## config.mk

```make
export PLATFORM = sky130hd
export DESIGN_NAME = load_writeback_unit
export DESIGN_NICKNAME = d
export VERILOG_FILES = /design/src/rtl/load_writeback_unit.sv
export SDC_FILE = /design/constraint.sdc
export NUM_CORES = 1
export LEC_CHECK = 0
export ABC_AREA = 1
export BUFFER_PORTS_ARGS = -buffer_cell sky130_fd_sc_hd__buf_2
export CORE_MARGIN = 2
export CORE_UTILIZATION = 31
export DETAILED_ROUTE_END_ITERATION = 10
export SLEW_MARGIN = 20
export SYNTH_ARGS = -nofsm -noshare
export SYNTH_HDL_FRONTEND = slang
export SYNTH_SLANG_ARGS = --single-unit
```

## constraint.sdc

```tcl
create_clock -name clock -period 1.8 [get_ports clock]
set_input_delay 0.27 -clock clock [delete_from_list [all_inputs] [get_ports clock]]
set_output_delay 0.27 -clock clock [all_outputs]
set_load 0.1 [all_outputs]
```

## src/rtl/load_writeback_unit.sv

```systemverilog
// load_writeback_unit: single-outstanding load unit; issues a word-aligned read, extracts and
// extends the addressed lane, and pulses the register-file write port for one cycle.
module load_writeback_unit #(
    parameter int TIMEOUT = 255
) (
    input  logic        clock,
    input  logic        resetn,
    input  logic        ld_valid,
    output logic        ld_ready,
    input  logic [31:0] ld_addr,
    input  logic [2:0]  ld_funct3,
    input  logic [4:0]  ld_rd,
    output logic        mem_req,
    output logic [31:0] mem_addr,
    input  logic        mem_gnt,
    input  logic        mem_rvalid,
    input  logic [31:0] mem_rdata,
    output logic [4:0]  rdd,
    output logic [31:0] Data,
    output logic        MemREn,
    output logic        busy,
    output logic [4:0]  busy_rd,
    output logic        ld_fault
);
    localparam int CW = $clog2(TIMEOUT + 1);
    localparam logic [CW-1:0] LAST = CW'(TIMEOUT - 1);
    localparam logic [CW-1:0] MAXC = CW'(TIMEOUT);

    typedef enum logic [1:0] {IDLE, REQ, WAIT, WB} state_t;

    state_t        state, state_nx;
    logic [1:0]    lane_q;
    logic [2:0]    funct3_q;
    logic [4:0]    rd_q;
    logic [CW-1:0] cnt;
    logic          take, illegal, accept, expired, fault_nx;
    logic [31:0]   shifted, result;

    assign ld_ready = state == IDLE;
    assign take     = state == IDLE && ld_valid;
    assign illegal  = ld_funct3[1:0] == 2'b11 || ld_funct3 == 3'b110
                   || (ld_funct3[1:0] == 2'b01 && ld_addr[0])
                   || (ld_funct3 == 3'b010 && ld_addr[1:0] != 2'b00);
    assign accept   = take && !illegal;
    assign expired  = cnt == LAST;

    // Lane is brought down to bit 0 first, so byte and halfword extraction share one path.
    assign shifted = mem_rdata >> {lane_q, 3'b000};
    assign result  = funct3_q[1:0] == 2'b00 ? {{24{shifted[7] & ~funct3_q[2]}}, shifted[7:0]}
                   : funct3_q[1:0] == 2'b01 ? {{16{shifted[15] & ~funct3_q[2]}}, shifted[15:0]}
                   : mem_rdata;

    always_comb begin
        state_nx = state;
        fault_nx = 1'b0;
        case (state)
            IDLE: begin
                state_nx = accept ? REQ : IDLE;
                fault_nx = take && illegal;
            end
            REQ:  state_nx = mem_gnt ? WAIT : REQ;
            // A response in the expiry cycle still completes the load.
            WAIT: begin
                state_nx = mem_rvalid ? WB : expired ? IDLE : WAIT;
                fault_nx = !mem_rvalid && expired;
            end
            WB:   state_nx = IDLE;
            default: state_nx = IDLE;
        endcase
    end

    always_ff @(posedge clock or negedge resetn) begin
        if (!resetn) state <= IDLE;
        else         state <= state_nx;
    end

    always_ff @(posedge clock or negedge resetn) begin
        if (!resetn) begin
            lane_q   <= '0;
            funct3_q <= '0;
            rd_q     <= '0;
            cnt      <= '0;
            mem_req  <= 1'b0;
            mem_addr <= '0;
            rdd      <= '0;
            Data     <= '0;
            MemREn   <= 1'b0;
            busy     <= 1'b0;
            busy_rd  <= '0;
            ld_fault <= 1'b0;
        end else begin
            if (take) begin
                lane_q   <= ld_addr[1:0];
                funct3_q <= ld_funct3;
                rd_q     <= ld_rd;
                mem_addr <= {ld_addr[31:2], 2'b00};
            end
            cnt <= state != WAIT ? '0 : cnt == MAXC ? cnt : cnt + 1'b1;
            if (state == WAIT && mem_rvalid) begin
                rdd  <= rd_q;
                Data <= result;
            end
            mem_req  <= state_nx == REQ;
            busy     <= state_nx != IDLE;
            busy_rd  <= state_nx == IDLE ? 5'd0 : accept ? ld_rd : rd_q;
            MemREn   <= state_nx == WB && rd_q != 5'd0;
            ld_fault <= fault_nx;
        end
    end
endmodule

```

==> summary.txt <==
Status
  • Outcome: complete, no violations

Timing
  • Max_slew headroom: 65.8%
  • Final setup fails: 0
  • Final Critical Period: 1.69 ns
  • Clock Skew: 0.00616 ns
  • Max-slew violations: 0
  • Hold Vio Cnt, Final: 0
  • Unrepaired setup endpoints after global routing: false
  • FMAX: 593 MHz
  • Setup TNS: 0 ns
  • Worst Tran Pin Value: 0.516 ns
  • Fin crit share: 93.7%

GRT
  • Initial antenna violation count: 0
  • Met2 GRT Util: 24.2%
  • Number of global-route vias before repair: 4091
  • Largest net degree at the start of global routing: 51
  • Met3 GRT Util: 5.69%
  • Met1 usage: 22.8%
  • Busiest grt layer: met2
  • Total grt overflow: 0
  • First-pass GRT wire length: 20800 um
  • Total track usage: 16.5%

Routing
  • Drt first pass iters: 4
  • Routed len/inst: 13.4 um
  • Initial detailed-routing violation count: 216
  • Vias per std cell: 4.44
  • # DRC: 0
  • Antenna-violating nets left: 0
  • Final WL: 12600 um
  • Vias: 4201

Yosys
  • Synth top area share: 52.1%
  • Synthesized area: 4610 um2
  • Synth Register Bits: 96
  • Post-Synthesis Cells: 600
  • Synth area leader: dfrtp_1
  • Mean Syn Cell Area: 7.68 um2
  • Yosys warning count: 0
  • Register area share after synthesis: 52.1%
  • Synth async-reset ratio: 100%
  • Ys flop type: dfrtp_1
  • Synth area leaders: dfrtp_1 52%, nand2_1 20%, nor2_1 4.1%
  • Cell variety after synth: 33
  • Post-synth EDFFs: 0

CTS
  • Max Buffers Root-to-Sink: 2
  • Worst-Skew Late Latency: 0.35 ns
  • CTS Sinks: 96
  • H-tree levels: 3
  • Root Driver: clkbuf_16
  • CTS clk-pin slew, worst paths: 0.07 ns
  • TritonCTS buffer count: 9
  • CTS tree: built

Die
  • Initial Util: 31.7%
  • Number of I/O pins: 156
  • Row cnt: 44
  • Die H: 126 um
  • Die area: 15900 um2
  • Die W: 126 um
  • Total core area: 14500 um2

Placement
  • I/O Buffers: 153
  • GP Congestion: 0.848
  • Detailed Place HPWL: 9350 um

Setup path
  • WP data required: 1.53 ns
  • Worst Setup Path Type: flip-flop to primary output
  • CP Max Fanout: 4
  • Worst setup EP type: primary output
  • Startpoint Class: flip-flop
  • Crit path arrival time: 1.42 ns

Run
  • MaxCap Viol Count: 0

Final layout
  • Final nets: 836
  • # diodes: 0
  • Fill count: 1574
  • Area Overhead vs Synth: 29.0%
  • Layout cell share with drive strength beyond 1: 28.6%

Min path
  • HP Class: input port to flip-flop
[cells in the final DEF, fill, tap and decap left out, drive strengths merged, types with 2 or more instances in the layout]
cell      instances
o21ai            39
ha                2
nand2           253
or2              20
o211ai            7
nand3            28
nand4             3
dfrtp            96
conb              2
clkinvlp          2
clkbuf           10
buf             168
inv              55
nor3              4
a21oi            11
nor2             54
[repair_timing]
action,in CTS,in global routing
endpoints found under the hold margin,23,0
buffers inserted,0,0
gates resized for setup,0,0
hold buffers,1,0
[synth_stat cells (2+ instances only)]
library cell	count
nor2_2	3
o211ai_1	7
nor2_1	50
inv_1	47
nor3_1	4
nand3_1	26
a21oi_1	11
clkbuf_1	12
inv_2	5
dfrtp_1	96
buf_4	4
o21ai_0	35
nand2_1	249
nand2_4	2
or2_2	19
buf_2	5
nand4_1	3
ha_1	2
o21ai_1	4
nand2_2	2
buf_6	2
[routing by layer]
layer | wire length [um] | share of wire (%)
met1 | 6080 | 48
met2 | 5260 | 42
met3 | 1120 | 8.9
met4 | 176 | 1.4
met5 | 0 | 0
[flip-flops by register name (all words and copies together), names as in the netlist]
signal    count
mem_req       1
busy          1
state         2
busy_rd       5
rdd           5
mem_addr     30
lane_q        2
ld_fault      1
rd_q          5
cnt           8
Data         32
funct3_q      3
MemREn        1
[worst max-delay path, stage by stage (launching register included)]
cell	delay, ns
dfrtp_1	0.43
inv_1	0.07
nand2_1	0.06
inv_2	0.06
buf_2	0.44
[cell type report]
| class | count | area, um2 | area share (%) |
|---|---|---|---|
| Clock buffer | 10 | 239 | 4.02 |
| Clock inverter | 6 | 73.8 | 1.24 |
| Inverter | 53 | 199 | 3.35 |
| Multi-Input combinational cell | 428 | 1880 | 31.7 |
| Sequential cell | 96 | 2400 | 40.4 |
| Tap cell | 184 | 230 | 3.87 |
| Timing Repair Buffer | 169 | 916 | 15.4 |
[cells by family after synthesis]
logic type / count (synthesis) / share of synthesized area [%]
and+or+nand+nor: 363 / 32.9
other: 1 / 0.0814
adders and majority gates: 2 / 0.543
xor gates and xnor gates: 1 / 0.190
AOI/OAI and AO/OA: 60 / 7.06
buffers and inverters: 77 / 7.09
DFF: 96 / 52.1
[final timing paths]
path,from,to,slack (ns),depth (start not counted)
setup / recovery,state[0],ld_ready,0.11,4
hold / removal,ld_addr[30],mem_addr[30],0.10,3
setup reg to reg,lane_q[0],Data[16],0.27,9
hold reg to reg,mem_addr[31],mem_addr[31],0.48,2
max in group asynchronous,resetn,state[0],0.91,3
min in group asynchronous,resetn,Data[26],0.37,2
[through the flow]
step	hold slack (ns)	area, um2	instances	setup slack, ns	util [%]
floorplan	-0.0256	4610	601	0.110	-
global placement	0.210	5620	929	0.158	38.7
detailed placement	0.213	5620	929	0.221	38.7
CTS	0.0928	5940	946	0.0926	40.9
global route	0.0975	5940	946	0.0437	40.9
finish	0.104	5940	946	0.113	40.9
Power is not shown: default switching activity piles up to over one toggle a cycle in this logic, so the estimate is an artifact.
